$ cat src/rtl/gpio_cfg_pkg.sv
// Shared types and constants for the GPIO serial configuration sequencer.
package gpio_cfg_pkg;

  typedef enum logic [2:0] {
    ST_IDLE,
    ST_FETCH,
    ST_CAPTURE,
    ST_SHIFT_LO,
    ST_SHIFT_HI,
    ST_LOAD,
    ST_DONE
  } gpio_cfg_state_e;

  localparam int REQ_MGMT  = 0;
  localparam int REQ_HKSPI = 1;

  // Bit p gives the serial_clock / serial_resetn level during LOAD phase p.
  localparam logic [3:0] LOAD_CLK  = 4'b0111;
  localparam logic [3:0] LOAD_RSTN = 4'b1101;

endpackage

$ cat src/rtl/gpio_cfg_phase_timer.sv
// Down-counter timing one serial phase of CLK_DIV+1 clk cycles; reloads itself at phase end.
module gpio_cfg_phase_timer #(
  parameter int CLK_DIV = 0
) (
  input  logic clk,
  input  logic resetn,
  input  logic load,
  output logic phase_end
);

  localparam logic [7:0] RELOAD = 8'(CLK_DIV);

  logic [7:0] cnt;

  always_ff @(posedge clk or negedge resetn) begin
    if (!resetn) begin
      cnt <= RELOAD;
    end else if (load || cnt == 8'd0) begin
      cnt <= RELOAD;
    end else begin
      cnt <= cnt - 8'd1;
    end
  end

  assign phase_end = (cnt == 8'd0);

endmodule

$ cat src/rtl/gpio_cfg_sequencer.sv
// Arbitrates the GPIO configuration chain between mgmt and hkspi, shifts per-pad
// control words out MSB-first (last pad first) and finishes with the load strobe.
module gpio_cfg_sequencer
  import gpio_cfg_pkg::*;
#(
  parameter int NUM_PADS  = 38,
  parameter int CTRL_BITS = 13,
  parameter int CLK_DIV   = 0
) (
  input  logic                 clk,
  input  logic                 resetn,
  input  logic [1:0]           req,
  input  logic                 abort,
  output logic [1:0]           gnt,
  output logic                 busy,
  output logic                 done,
  output logic                 cfg_rd,
  output logic [5:0]           cfg_idx,
  input  logic [CTRL_BITS-1:0] cfg_word,
  output logic                 serial_clock,
  output logic                 serial_resetn,
  output logic                 serial_data_out,
  output gpio_cfg_state_e      dbg_state
);

  localparam logic [5:0] PAD_LAST = 6'(NUM_PADS - 1);
  localparam logic [3:0] BIT_LAST = 4'(CTRL_BITS - 1);

  // Handshakes: req is a level sampled only in IDLE; gnt stays one-hot until the
  // cycle after DONE. cfg_rd is a one-cycle strobe and the owner must present
  // cfg_word for cfg_idx on the following cycle, when it is captured unconditionally.
  gpio_cfg_state_e       state;
  logic [CTRL_BITS-1:0]  staging;
  logic [5:0]            pad_cnt;
  logic [3:0]            bit_cnt;
  logic [1:0]            load_phase;
  logic [1:0]            load_phase_nxt;
  logic                  last_hk;
  logic [1:0]            arb_gnt;
  logic                  timer_load;
  logic                  phase_end;

  gpio_cfg_phase_timer #(
    .CLK_DIV (CLK_DIV)
  ) u_timer (
    .clk       (clk),
    .resetn    (resetn),
    .load      (timer_load),
    .phase_end (phase_end)
  );

  assign timer_load      = (state != ST_SHIFT_LO) && (state != ST_SHIFT_HI) && (state != ST_LOAD);
  assign load_phase_nxt  = load_phase + 2'd1;
  assign serial_data_out = staging[CTRL_BITS-1];
  assign dbg_state       = state;

  // Round-robin tie break: whoever was not served last wins.
  always_comb begin
    arb_gnt = req;
    if (req[REQ_MGMT] && req[REQ_HKSPI]) begin
      arb_gnt = 2'b00;
      if (last_hk) arb_gnt[REQ_MGMT]  = 1'b1;
      else         arb_gnt[REQ_HKSPI] = 1'b1;
    end
  end

  always_ff @(posedge clk or negedge resetn) begin
    if (!resetn) begin
      state         <= ST_IDLE;
      gnt           <= 2'b00;
      busy          <= 1'b0;
      done          <= 1'b0;
      cfg_rd        <= 1'b0;
      cfg_idx       <= PAD_LAST;
      serial_clock  <= 1'b0;
      serial_resetn <= 1'b0;
      staging       <= '0;
      pad_cnt       <= PAD_LAST;
      bit_cnt       <= 4'd0;
      load_phase    <= 2'd0;
      last_hk       <= 1'b1;
    end else begin
      done   <= 1'b0;
      cfg_rd <= 1'b0;
      if (abort && state != ST_IDLE) begin
        // Abandon without touching the pad latches; the arbiter pointer is kept.
        state         <= ST_IDLE;
        gnt           <= 2'b00;
        busy          <= 1'b0;
        serial_clock  <= 1'b0;
        serial_resetn <= 1'b1;
        staging       <= '0;
        pad_cnt       <= PAD_LAST;
      end else begin
        case (state)
          ST_IDLE: begin
            serial_clock  <= 1'b0;
            serial_resetn <= 1'b1;
            pad_cnt       <= PAD_LAST;
            if (|req) begin
              gnt     <= arb_gnt;
              busy    <= 1'b1;
              cfg_rd  <= 1'b1;
              cfg_idx <= PAD_LAST;
              state   <= ST_FETCH;
            end
          end
          ST_FETCH: begin
            state <= ST_CAPTURE;
          end
          ST_CAPTURE: begin
            staging <= cfg_word;
            bit_cnt <= 4'd0;
            state   <= ST_SHIFT_LO;
          end
          ST_SHIFT_LO: begin
            if (phase_end) begin
              serial_clock <= 1'b1;
              state        <= ST_SHIFT_HI;
            end
          end
          ST_SHIFT_HI: begin
            if (phase_end) begin
              staging <= staging << 1;
              if (bit_cnt != BIT_LAST) begin
                bit_cnt      <= bit_cnt + 4'd1;
                serial_clock <= 1'b0;
                state        <= ST_SHIFT_LO;
              end else if (pad_cnt != 6'd0) begin
                pad_cnt      <= pad_cnt - 6'd1;
                cfg_idx      <= pad_cnt - 6'd1;
                cfg_rd       <= 1'b1;
                serial_clock <= 1'b0;
                state        <= ST_FETCH;
              end else begin
                load_phase    <= 2'd0;
                serial_clock  <= LOAD_CLK[0];
                serial_resetn <= LOAD_RSTN[0];
                state         <= ST_LOAD;
              end
            end
          end
          ST_LOAD: begin
            if (phase_end) begin
              if (load_phase == 2'd3) begin
                serial_clock  <= 1'b0;
                serial_resetn <= 1'b1;
                done          <= 1'b1;
                last_hk       <= gnt[REQ_HKSPI];
                state         <= ST_DONE;
              end else begin
                load_phase    <= load_phase_nxt;
                serial_clock  <= LOAD_CLK[load_phase_nxt];
                serial_resetn <= LOAD_RSTN[load_phase_nxt];
              end
            end
          end
          ST_DONE: begin
            gnt   <= 2'b00;
            busy  <= 1'b0;
            state <= ST_IDLE;
          end
          default: begin
            state <= ST_IDLE;
          end
        endcase
      end
    end
  end

endmodule

$ cat config.mk
export PLATFORM = sky130hd
export DESIGN_NAME = gpio_cfg_sequencer
export DESIGN_NICKNAME = d
export VERILOG_FILES = /design/src/rtl/gpio_cfg_pkg.sv /design/src/rtl/gpio_cfg_phase_timer.sv /design/src/rtl/gpio_cfg_sequencer.sv
export SDC_FILE = /design/constraint.sdc
export NUM_CORES = 1
export LEC_CHECK = 0
export ABC_AREA = 1
export CAP_MARGIN = 15
export CORE_ASPECT_RATIO = 1.4
export CORE_MARGIN = 3
export CORE_UTILIZATION = 60
export DETAILED_ROUTE_END_ITERATION = 10
export PLACE_DENSITY = 0.85
export SYNTH_ARGS = -nofsm -noshare
export SYNTH_HDL_FRONTEND = slang
export SYNTH_SLANG_ARGS = --single-unit
$ cat constraint.sdc
create_clock -name clk -period 4.3 [get_ports clk]
set_input_delay 0.86 -clock clk [delete_from_list [all_inputs] [get_ports clk]]
set_output_delay 0.86 -clock clk [all_outputs]
set_load 0.005 [all_outputs]
Yosys cells after proc, flatten, opt, wreduce, memory -nomap -nowiden
Index checks and enable logic that the tools add are counted.
{ "totals": {"wordCells": 142, "out_inout_bits": 17, "regBits": 50} }
{ "op_classes": {"order_cmp": 1, "n_mux": 67, "reduce_logical": 28, "bitwise": 1, "addsub": 4, "n_eq_ne": 27} }
{ "ops": {"columns": ["cell", "count"], "rows": [
  ["6-bit two-way mux", 5],
  ["3-bit inequality test, second input constant", 10],
  ["1-bit two-way mux", 28],
  ["13-bit two-way mux", 2],
  ["13-bit case mux with 2 select lines", 1],
  ["3-bit two-way mux", 8],
  ["6-bit case mux with 2 select lines", 2],
  ["3-bit case mux with 6 select lines", 1],
  ["2-bit two-way mux", 8],
  ["2-bit inequality test, second input constant", 8],
  ["4-bit AND reduction", 4],
  ["3-bit nonzero test", 4],
  ["5-bit AND reduction", 2],
  ["3-bit equality test, second input constant", 3],
  ["8-bit logical NOT", 1],
  ["4-bit two-way mux", 2],
  ["8-bit two-way mux", 1],
  ["2-bit case mux with 2 select lines", 2],
  ["4-bit case mux with 2 select lines", 1],
  ["8-bit by 1-bit subtractor with 8-bit output, second input constant", 1],
  ["7-bit AND reduction", 1],
  ["3-bit by 2-bit equality test with 1-bit output, second input constant", 2],
  ["6-bit AND reduction", 1],
  ["2-bit nonzero test", 3],
  ["other kinds (21)", 27]
]} }

Longest topological paths before layout
Gate-level depths: netlist of run 1.
{ "logic_depth": {"word_depth": 7, "ltp_mapped": 11, "ltp_nobuf": 11} }

Modules after synthesis
A second synthesis of run 1 with hierarchy kept.
{ "hier_totals": {"hier_cells": 391, "hier_area_um2": 2902.8} }
{ "modules_own_cells": {"columns": ["mod", "n_inst", "seq_area_each_um2", "area_per_inst_um2", "cells_each"], "rows": [
  ["gpio_cfg_sequencer", 1, 1059.8, 2476.1, 340],
  ["gpio_cfg_phase_timer", 1, 200.2, 426.7, 51]
]} }

Worst setup path before layout of run 1
OpenSTA, ideal clock, no wires.
{ "synth_path": {"path_kind": "in2reg", "from": "in req[1]", "to": "reg cfg_idx[1]", "n_path_buf": 0, "slack_ps": 2648, "stages": 7, "setup_time_ps": 117, "t_arrival_ps": 1536, "path_cell_list": "inv_1 nand2_1 nor2_1 nor3_4 nand2_4 nand2_1 nand2_1"} }
{ "synth_between": {"elab_chain_len": 3} }
{ "synth_rtl": {"columns": ["element", "line", "text"], "rows": [
  ["start, declared", "gpio_cfg_sequencer.sv:12", "input logic [1:0] req,"],
  ["2-bit OR reduction", "gpio_cfg_sequencer.sv:100", "if (|req) begin"],
  ["2-bit inequality test (no source line)", null, null],
  ["6-bit AND reduction (no source line)", null, null],
  ["end signal, assigned", "gpio_cfg_sequencer.sv:131", "cfg_idx <= pad_cnt - 6'd1;"],
  ["end, declared", "gpio_cfg_sequencer.sv:18", "output logic [5:0] cfg_idx,"]
]} }
Every way passes these cells.
A chain may end at the register's enable or synchronous reset.

Worst setup path after layout of run 1
{ "layout_path": {"from": "in abort", "to": "reg staging[0]"} }
{ "layout_between": {"elab_chain_len": 3, "elab_cells_between_ends": 5, "classes_between": "1 x eq/ne; 1 x mux; 3 x reduce/logical"} }
{ "layout_rtl": {"columns": ["element", "line", "text"], "rows": [
  ["start, declared", "gpio_cfg_sequencer.sv:13", "input logic abort,"],
  ["1-bit logical AND (*)", "gpio_cfg_sequencer.sv:85", "if (abort && state != ST_IDLE) begin"],
  ["3-bit inequality test (no source line) / 3-bit nonzero test (equally long branches)", null, null],
  ["2-bit AND reduction (no source line)", null, null],
  ["end signal, assigned", "gpio_cfg_sequencer.sv:112", "staging <= cfg_word;"],
  ["end signal, assigned", "gpio_cfg_sequencer.sv:124", "staging <= staging << 1;"],
  ["end, declared", "gpio_cfg_sequencer.sv:33", "logic [CTRL_BITS-1:0] staging;"]
]} }
Mark *: on every way between the ends. The rest lies on a longest branch, timed or not.

==> qor.yml, run 1 <==
post-place-ws_ns: 1.61
worstPathRequired_ns: 4.47
slew-limit-headroom: 0.624
final_cells: 458
syn_inst: 365
finalSetupViolCount: 0
status: "finished clean"
gp_routability_congestion: 0.901
crit_path_max_incr_delay_ns: 0.52
pwr-share-comb: 0.464
p_clk_frac: 0.149
clock-sinks: 50
drtPass1Iterations: 4
synthSimpleGateAreaFrac: 0.309
rows: 28
fillers: 366
synth_top_family_by_area: "simple AND/OR/NAND/NOR gates"
worstRegToRegCells: 7
dp_cells: 449
maxCapViolations: 0
r2r_end: "staging[0]"
path_max_fanout: 31
start_util: 0.644
hold_path_class: "flip-flop to flip-flop"
cts_tree: "done"
p_total_w: 0.00185
r2r-start: "dbg_state[0]"
gr-usage-met2: 0.377
yosys_warnings: 0
synth_cell_type_count: 26
synth-seq-cells: 50
num_antenna_cells: 0
synthXorXnorAreaFrac: 0.0188
cts_setup_buffers: 0
rsz0062_at_grt: "false"
holdCritStartpoint: "u_timer.cnt[0]"
hold_end: "u_timer.cnt[0]"
drc: 0
overflow: 0
wire_per_inst_um: 11.8
multi_input_area_um2: 1290
grt_pass1_wl_um: 9600
grtUsageMet3: 0.0363
dp_hpwl_um: 3900
syn_area_per_cell_um2: 7.66
cts-root-buf: "clkbuf_8"
nets: 424
path_buf_inv: 1
layout_min_cycle_time_ns: 2.39
fmax_ghz: 0.418
cts.htree.levels: 2
grt_pass1_vias: 2243
num_io_pins: 35
grt.busiest_layer: "met2"
power.switching_w: 0.000754
vias: 2367
crit_chain: "clkdlybuf4s50_1 -> nand2_2 -> nand3_2 -> nand4_1 -> o21ai_1"
fp.dieW_um: 63.7
cp-end-kind: "flip-flop"
routed_wl_um: 5430
powerDensity_nw_per_um2: 568
grt_util_met1: 0.266
start_kind: "input pin"
core_um2: 4340
worst-slew-pin-transition_ns: 0.562
critPathKind: "input pin to flip-flop"
utilization: 0.749
fin_skew_ns: 0.00614
irDropWorstVdd_v: 0.000291
first_iter_violations: 114
die_h_um: 86.8
seq_area_frac_synth: 0.450
cpMaxStageDelayCell: "nand3_2"
clk_path_buf_depth: 2
setup_tns_ns: 0
synthesis.nets: 392
intPower_w: 0.00109
critPathArrivalTime_ns: 2.56
setup_ws_ns: 1.91
fin_crit_sh: 0.556
hold_viol: 0
final-seq-area_um2: 1260
p_leak_nw: 1.66
gr-usage-all-layers: 0.215
clk_pin_slew_ns: 0.08
antenna_found_initial: 0
slew_violations: 0
synth_mux_area_frac: 0
path_delay_family: "simple AND/OR/NAND/NOR gates"
hold_buffers: 0
drive_above_1_share: 0.0854
power_frac_seq: 0.388
holdPathStages: 1
switching_share: 0.408
drtAntennaViolNets: 0
netlist_area_um2: 2800
cts-resized-gates: 0
grt_max_degree: 51
avgViaCountPerCell: 5.17
r2r_setup_slack_ns: 2.13
cts_made_buffers: 5
numPortBuffers: 34
dieArea_um2: 5530
areaGrowthSynthToFinish_pct: 16.3
synth-compound-area-share: 0.0930
clk_latency_ns: 0.30
synthAdderAreaFrac: 0.0403
==> synth_stat cells (all sizes together) <==
master / n / area share
nand2: 99 / 0.14
inv: 49 / 0.066
dfrtp: 43 / 0.38
nand3: 40 / 0.075
nor2: 36 / 0.055
o21ai: 34 / 0.061
a21oi: 12 / 0.021
buf: 10 / 0.023
ha: 9 / 0.040
nand4: 9 / 0.020
dfstp: 7 / 0.066
xor2: 6 / 0.019
o21bai: 4 / 0.011
nor3: 3 / 0.0094
nand3b: 2 / 0.0054
or2: 2 / 0.0045
==> cells in the final DEF, fill, tap and decap left out, types with 7 or more instances in the layout <==
cell type        synthesis  routed
nand3_1                 38      38
clkdlybuf4s50_1          0      33
dfstp_2                  7       7
nor2_1                  33      33
ha_1                     9       9
a21oi_1                 12      12
o21ai_0                 22      22
nand4_1                  9       9
nand2_1                 93      93
inv_1                   44      44
dfrtp_1                 43      43
o21ai_1                 12      12
==> sequential cells by signal, indices dropped and copies added (netlist names) <==
signal,count
staging,13
u_timer.cnt,8
cfg_idx,6
pad_cnt,6
bit_cnt,4
dbg_state,3
gnt,2
load_phase,2
busy,1
cfg_rd,1
done,1
last_hk,1
serial_clock,1
serial_resetn,1
==> layout make-up <==
class,instances,area share
timing repair buffer,35,0.109
tap,60,0.0231
inverter,49,0.0565
multi-input combinational,256,0.396
clock buffer,8,0.0277
sequential,50,0.387
==> worst reg2reg max path, delay by kind of cell (launching register included) <==
kind                   cells  cell delay, ns
and+or+nand+nor            5            1.18
AOI/OAI and AO/OA          1            0.08
buffers and inverters      1            0.25
DFF                        1            0.52
==> power by group through the flow <==
| stage | logic, W | registers [W] | clock network, W |
|---|---|---|---|
| 4_1_cts | 0.000861 | 0.000718 | 0.000284 |
| 3_3_place_gp | 0.000833 | 0.000723 | 0 |
| 6_report | 0.000856 | 0.000717 | 0.000274 |
| 2_1_floorplan | 0.000620 | 0.000715 | 0 |
| 3_5_place_dp | 0.000857 | 0.000725 | 0 |
| 5_1_grt | 0.000976 | 0.000735 | 0.000308 |
==> kinds of logic (layout without fill, tap and decap cells) <==
logic type / after synthesis / after routing
XOR/XNOR: 6 / 6
flip-flops: 50 / 50
AO/OA/AOI/OAI: 50 / 50
buffers and inverters: 59 / 92
AND/OR/NAND/NOR: 191 / 191
adder cells (fa/ha/maj): 9 / 9
==> metrics by stage <==
| stage | instance area [um2] | hold slack, ns |
|---|---|---|
| 6_report | 3250 | 0.439 |
| 3_3_place_gp | 3140 | 0.414 |
| 3_5_place_dp | 3140 | 0.438 |
| 5_1_grt | 3250 | 0.475 |
| 2_1_floorplan | 2800 | 0.403 |
| 4_1_cts | 3230 | 0.449 |
==> worst max-delay path by stage <==
stage	cells after the start	slack, ns	startpoint	endpoint
after CTS	5	1.91	abort	staging[8]
after floorplan	7	2.65	req[1]	cfg_idx[1]
final	5	1.91	abort	staging[0]
after detailed placement	5	1.61	abort	staging[8]
after global routing	5	1.74	abort	staging[12]
after global placement	5	1.65	abort	staging[11]
==> metal layers <==
metal | routed length (um) | vias up
met5 | 0 | -
met4 | 71 | 0
met3 | 225 | 10
met2 | 2750 | 57
met1 | 2380 | 1077
li1 | - | 1223
Power figures use the tool's default switching activity.
==> run 2: changes to the inputs <==
--- a/config.mk
+++ b/config.mk
@@ -9,9 +9,9 @@
 export CAP_MARGIN = 15
 export CORE_ASPECT_RATIO = 1.4
 export CORE_MARGIN = 3
-export CORE_UTILIZATION = 60
+export CORE_UTILIZATION = 50
 export DETAILED_ROUTE_END_ITERATION = 10
-export PLACE_DENSITY = 0.85
+export PLACE_DENSITY = 0.76
 export SYNTH_ARGS = -nofsm -noshare
 export SYNTH_HDL_FRONTEND = slang
 export SYNTH_SLANG_ARGS = --single-unit
==> constraint.sdc (replaced) <==
create_clock -name clk -period 1.9 [get_ports clk]
set_input_delay 0.38 -clock clk [delete_from_list [all_inputs] [get_ports clk]]
set_output_delay 0.38 -clock clk [all_outputs]
set_load 0.005 [all_outputs]
==> run 2 against run 1 <==
Against the previous run: first-iteration DRC count grew 18%; final area is 2.7% higher; wire length is 4.3% higher; die area up 18%; setup slack worse by 1.8 ns; largest cell class unchanged.
==> qor.yml, run 2 (synthesis gave the netlist of run 1 again) <==
setup_tns_ns: 0  # unchanged
timing.hold.ws_ns: 0.0258  # was 0.439 ns
slew-limit-headroom: 0.682  # was 0.624
slew_violations: 0  # unchanged
crit_path_max_incr_delay_ns: 0.47  # was 0.52 ns
rows: 31  # was 28
wire_per_inst_um: 12.0  # was 11.8 um
drtPass1Iterations: 5  # was 4
avgViaCountPerCell: 5.22  # was 5.17
r2r-start: "dbg_state[1]"  # was dbg_state[0]
path_delay_family: "simple AND/OR/NAND/NOR gates"  # unchanged
final-seq-area_um2: 1260  # unchanged
fin_skew_ns: 0.00270  # was 0.00614 ns
cpMaxStageDelayCell: "dfrtp_1"  # was nand3_2
core_um2: 5280  # was 4340 um2
status: "finished clean"  # unchanged
grt_pass1_vias: 2384  # was 2243
start_kind: "flip-flop"  # was input pin
multi_input_area_um2: 1300  # was 1290 um2
num_antenna_cells: 0  # unchanged
cts.htree.levels: 2  # unchanged
antenna_found_initial: 0  # unchanged
fin_crit_sh: 0.930
cts_tree: "done"  # unchanged
largestRegisters: "staging (13), u_timer.cnt (8)"  # unchanged
cts_made_buffers: 5  # unchanged
start_util: 0.530  # was 0.644
critPathArrivalTime_ns: 1.96  # was 2.56 ns
cp-end-kind: "flip-flop"  # unchanged
clk_latency_ns: 0.30  # about the same
path_buf_inv: 2  # was 1
numPortBuffers: 34  # unchanged
setup_ws_ns: 0.132  # was 1.91 ns
clock-sinks: 50  # unchanged
wl_met3_um: 239  # was 225 um
met2_length_um: 2920  # was 2750 um
irDropWorstVdd_v: 0.000805  # was 0.000291 V
final_cell_mix: "93 x nand2_1, 44 x inv_1, 43 x dfrtp_1"  # unchanged
worst-slew-pin-transition_ns: 0.477  # was 0.562 ns
r2r_setup_slack_ns: 0.13  # was 2.13 ns
clk_pin_slew_ns: 0.09  # was 0.08 ns
drc: 0  # unchanged
final_common_cell: "nand2_1"  # unchanged
path_common_cell: "nand2_1"
r2r_end: "bit_cnt[2]"  # was staging[0]
powerDensity_nw_per_um2: 1310  # was 568 nW/um2
dieArea_um2: 6540  # was 5530 um2
layout_min_cycle_time_ns: 1.77
rsz0062_at_grt: "false"  # unchanged
die_h_um: 94.5  # was 86.8 um
vias: 2457  # was 2367
fillers: 477  # was 366
dp_cells: 463  # was 449
hold_path_class: "input pin to asynchronous set/reset pin"  # was flip-flop to flip-flop
drive_above_1_share: 0.106  # was 0.0854
finalSetupViolCount: 0  # unchanged
critPathKind: "flip-flop to flip-flop"  # was input pin to flip-flop
cts-root-buf: "clkbuf_8"  # unchanged
grt_max_degree: 32  # was 51
post-place-ws_ns: 0.0834  # was 1.61 ns
worstRegToRegCells: 9  # was 7
dp_hpwl_um: 4270  # was 3900 um
crit_chain: "nor2_4 -> nand2_2 -> nand2_2 -> buf_4 -> nand2_1 -> nor2_4 -> inv_1 -> nand2_1 -> nand2_1"  # was clkdlybuf4s50_1 -> nand2_2 -> nand3_2 -> nand4_1 -> o21ai_1
clk_path_buf_depth: 2  # unchanged
nets: 431  # was 424
largest_reg_flops: 13  # unchanged
worstPathRequired_ns: 2.09  # was 4.47 ns
routed_wl_um: 5660  # was 5430 um
path_max_fanout: 18  # was 31
maxCapViolations: 0  # unchanged
gr-usage-all-layers: 0.188  # was 0.215
overflow: 0  # unchanged
top_layer: "met4"  # unchanged
areaGrowthSynthToFinish_pct: 19.4  # was 16.3%
fmax_ghz: 0.566
routedLengthMet1_um: 2420  # was 2380 um
fp.dieW_um: 69.2  # was 63.7 um
num_io_pins: 35  # unchanged
regMostFlops: "staging"  # unchanged
hold_viol: 0  # unchanged
final_cells: 471  # was 458
drtAntennaViolNets: 0  # unchanged
p_leak_nw: 1.71  # was 1.66 nW
gp_routability_congestion: 0.919  # was 0.901
p_total_w: 0.00439  # was 0.00185 W
grt_pass1_wl_um: 10200  # was 9600 um
first_iter_violations: 135  # was 114
-- run 2: how the worst max path moves through the flow --
stage | start | to | cells past startpoint
6_report | dbg_state[1] | bit_cnt[2] | 9
5_1_grt | dbg_state[1] | bit_cnt[3] | 9
4_1_cts | dbg_state[0] | dbg_state[0] | 2
3_5_place_dp | abort | bit_cnt[2] | 8
3_3_place_gp | abort | staging[10] | 5
2_1_floorplan | pad_cnt[0] | cfg_idx[1] | 8
-- run 2: per-stage QoR --
step,cell area (um2),utilization
6_report,3340,0.633
4_1_cts,3330,0.632
5_1_grt,3340,0.633
2_1_floorplan,2800,-
3_3_place_gp,3220,0.611
3_5_place_dp,3220,0.611
-- run 2: repair_timing --
| item | 4_1_cts | 5_1_grt |
|---|---|---|
| setup endpoints to repair | 0 | 13 |
| hold buffers | 0 | 0 |
| buffers inserted | 0 | 0 |
| gates resized for setup | 0 | 1 |
-- run 2: final cells by class --
type / count / share of cell area
timing repair buffer: 42 / 0.122
multi-input combinational: 256 / 0.388
clock buffer: 5 / 0.0206
tap: 66 / 0.0247
clock inverter: 3 / 0.0120
sequential: 50 / 0.377
inverter: 49 / 0.0551
-- run 2: power breakdown --
| part | switching, W | internal (W) | leakage (nW) |
|---|---|---|---|
| Combinational | 0.00123 | 0.000824 | 1.01 |
| Clock | 0.000342 | 0.000388 | 0.0579 |
| Sequential | 0.000194 | 0.00142 | 0.640 |
| Total | 0.00176 | 0.00263 | 1.71 |
-- run 2: per-layer routing --
layer	global-route usage	vias to the layer above
li1	-	1242
met1	0.219	1136
met2	0.344	70
met3	0.0309	9
met4	0.0765	0
met5	0	-
-- run 2: worst reg2reg max path, cell delays in order, from the launching register on --
cell	delay, ns
dfrtp_1	0.47
nor2_4	0.17
nand2_2	0.11
nand2_2	0.15
buf_4	0.26
nand2_1	0.12
nor2_4	0.17
inv_1	0.08
nand2_1	0.07
nand2_1	0.06
==> run 3: changes to the inputs <==
==> constraint.sdc (replaced) <==
create_clock -name clk -period 1.5 [get_ports clk]
set_input_delay 0.3 -clock clk [delete_from_list [all_inputs] [get_ports clk]]
set_output_delay 0.3 -clock clk [all_outputs]
set_load 0.005 [all_outputs]
==> run 3 against run 2 <==
Against the previous run: the flow now finishes with violations (negative setup slack); setup slack worse by 0.29 ns; register-to-register slack worse by 0.29 ns; final area is 27% higher; total power is 70% higher; critical endpoint is now dbg_state[1]; largest power group unchanged; clock power is 15% higher; sequential share of layout area is 7.9 points lower; die area stayed put; critical path depth is 2 higher; combinational power is 120% higher.
==> qor.yml, run 3 (synthesis gave the netlist of run 1 again) <==
clk_pin_slew_ns: 0.10  # was 0.09 ns
slew_violations: 0  # unchanged
slew-limit-headroom: 0.648  # was 0.682
drtPass1Iterations: 5  # unchanged
drive_above_1_share: 0.371  # was 0.106
crit_chain: "nor2_4 -> nand2_4 -> buf_6 -> nand2_4 -> inv_4 -> nand2_4 -> nand2_4 -> nand2_2 -> nand2_2 -> nand3_1 -> nand2_1"  # was nor2_4 -> nand2_2 -> nand2_2 -> buf_4 -> nand2_1 -> nor2_4 -> inv_1 -> nand2_1 -> nand2_1
fin_area_um2: 4240  # was 3340 um2
cpMaxStageDelayCell: "dfrtp_1"  # unchanged
path_common_cell: "nand2_4"  # was nand2_1
path_delay_family: "simple AND/OR/NAND/NOR gates"  # unchanged
num_io_pins: 35  # unchanged
numPortBuffers: 34  # unchanged
gr-usage-all-layers: 0.231  # was 0.188
fillers: 310  # was 477
powerDensity_nw_per_um2: 1760  # was 1310 nW/um2
worst-slew-pin-transition_ns: 0.528  # was 0.477 ns
antenna_found_initial: 0  # unchanged
drc: 0  # unchanged
dp_cells: 500  # was 463
layout_min_cycle_time_ns: 1.66  # was 1.77 ns
drtAntennaViolNets: 0  # unchanged
fin_skew_ns: 0.00880  # was 0.00270 ns
dp_hpwl_um: 4840  # was 4270 um
cts-root-buf: "clkbuf_8"  # unchanged
cts.htree.levels: 2  # unchanged
clk_latency_ns: 0.31  # was 0.30 ns
num_antenna_cells: 0  # unchanged
final_cells: 527  # was 471
final_cell_mix: "75 x nand2_1, 41 x dfrtp_1, 41 x buf_4"  # was 93 x nand2_1, 44 x inv_1, 43 x dfrtp_1
final_common_cell: "nand2_1"  # unchanged
critPathArrivalTime_ns: 1.87  # was 1.96 ns
p_leak_nw: 2.19  # was 1.71 nW
largest_reg_flops: 13  # unchanged
path_buf_inv: 2  # unchanged
hold_viol: 0  # unchanged
path_max_fanout: 5  # was 18
finalSetupViolCount: 47  # was 0
grt_pass1_wl_um: 12400  # was 10200 um
rows: 31  # unchanged
irDropWorstVdd_v: 0.00143  # was 0.000805 V
critPathKind: "flip-flop to flip-flop"  # unchanged
fmax_ghz: 0.602  # was 0.566 GHz
regMostFlops: "staging"  # unchanged
maxCapViolations: 0  # unchanged
cts_tree: "done"  # unchanged
areaGrowthSynthToFinish_pct: 51.5  # was 19.4%
rsz0062_at_grt: "true"  # was false
cts_made_buffers: 5  # unchanged
hold_path_class: "flip-flop to flip-flop"  # was input pin to asynchronous set/reset pin
final-seq-area_um2: 1260  # about the same
core_um2: 5280  # unchanged
grt_max_degree: 27  # was 32
vias: 2996  # was 2457
wire_per_inst_um: 16.9  # was 12.0 um
overflow: 0  # unchanged
violations: "negative setup slack"
avgViaCountPerCell: 5.69  # was 5.22
p_total_w: 0.00746  # was 0.00439 W
crit_path_max_incr_delay_ns: 0.44  # was 0.47 ns
dpl-instance-area_um2: 3520  # was 3220 um2
start_util: 0.530  # unchanged
multi_input_area_um2: 1660  # was 1300 um2
nets: 487  # was 431
status: "finished with violations"  # was finished clean
grt_pass1_vias: 2892  # was 2384
dieArea_um2: 6540  # unchanged
largestRegisters: "staging (13), u_timer.cnt (8)"  # unchanged
fin_crit_sh: 1.11  # was 0.930
worstPathRequired_ns: 1.71  # was 2.09 ns
die_h_um: 94.5  # unchanged
cp-end-kind: "flip-flop"  # unchanged
clk_path_buf_depth: 2  # unchanged
gp_routability_congestion: 0.861  # was 0.919
start_kind: "flip-flop"  # unchanged
first_iter_violations: 229  # was 135
fp.dieW_um: 69.2  # unchanged
clock-sinks: 50  # unchanged
setup_ws_ns: -0.160  # was 0.132 ns
routed_wl_um: 8930  # was 5660 um
[run 3: changes by cell type in the layout (fill, tap and decap cells not counted), moves of 8 or more]
cell,delta
o21ai_0,-11
nand2_1,-18
nand3_1,-12
buf_4,+34
nand3_2,+10
nor2_1,-16
buf_6,+16
nor2_2,+12
nand2_4,+13
clkdlybuf4s50_1,-11
o21ai_2,+8
[run 3: routing by layer]
layer	wire length, um	global-route usage
met2	4760	0.442
met5	0	0
met3	463	0.0362
met4	466	0.112
met1	3240	0.244
[run 3: layout make-up]
class | instances | area share
timing repair inverter | 1 | 0.00177
tap | 66 | 0.0195
sequential | 50 | 0.298
timing repair buffer | 97 | 0.220
clock buffer | 7 | 0.0204
inverter | 49 | 0.0481
clock inverter | 1 | 0.00118
multi-input combinational | 256 | 0.391
[run 3: path summary, 6_finish.rpt]
| check | start | end | slack, ns | cells after the start |
|---|---|---|---|---|
| setup / recovery | dbg_state[0] | dbg_state[1] | -0.16 | 11 |
| hold / removal | u_timer.cnt[0] | u_timer.cnt[0] | 0.45 | 1 |
| setup reg to reg | dbg_state[0] | dbg_state[1] | -0.16 | 11 |
| hold reg to reg | u_timer.cnt[0] | u_timer.cnt[0] | 0.45 | 1 |
| max in group asynchronous | resetn | dbg_state[2] | 0.48 | 3 |
| min in group asynchronous | resetn | gnt[0] | 0.49 | 2 |
[run 3: worst reg2reg max path, cell delays in order, from the launching register on]
cell and delay [ns]:
dfrtp_1 0.44, nor2_4 0.22, nand2_4 0.15, buf_6 0.16
nand2_4 0.06, inv_4 0.05, nand2_4 0.08, nand2_4 0.10
nand2_2 0.09, nand2_2 0.08, nand3_1 0.08, nand2_1 0.05
[run 3: where the power goes]
group          switching, W  leakage [nW]  total [W]  internal [W]
combinational       0.00251          1.50    0.00457       0.00206
sequential         0.000249         0.637    0.00205       0.00180
clock              0.000465        0.0482   0.000839      0.000374
total               0.00323          2.19    0.00746       0.00423
[run 3: timing repair]
| action | in CTS | in global routing |
|---|---|---|
| buffers inserted | 12 | 5 |
| gates cloned | 1 | 2 |
| endpoints found under the setup margin | 46 | 54 |
| hold buffers | 1 | 0 |
| pin swaps | 10 | 28 |
| hold endpoints to repair | 13 | 0 |
| resized for setup | 63 | 86 |
[run 3: stage by stage]
step / setup TNS (ns) / utilization / setup slack, ns / hold WS [ns]
2_1_floorplan: 0 / - / 0.00286 / 0.00441
3_3_place_gp: -2.33 / 0.667 / -0.137 / 0.291
3_5_place_dp: -3.02 / 0.667 / -0.161 / 0.301
4_1_cts: -0.0611 / 0.737 / -0.0347 / 0.449
5_1_grt: -6.00 / 0.803 / -0.216 / 0.481
6_report: -3.38 / 0.803 / -0.160 / 0.454
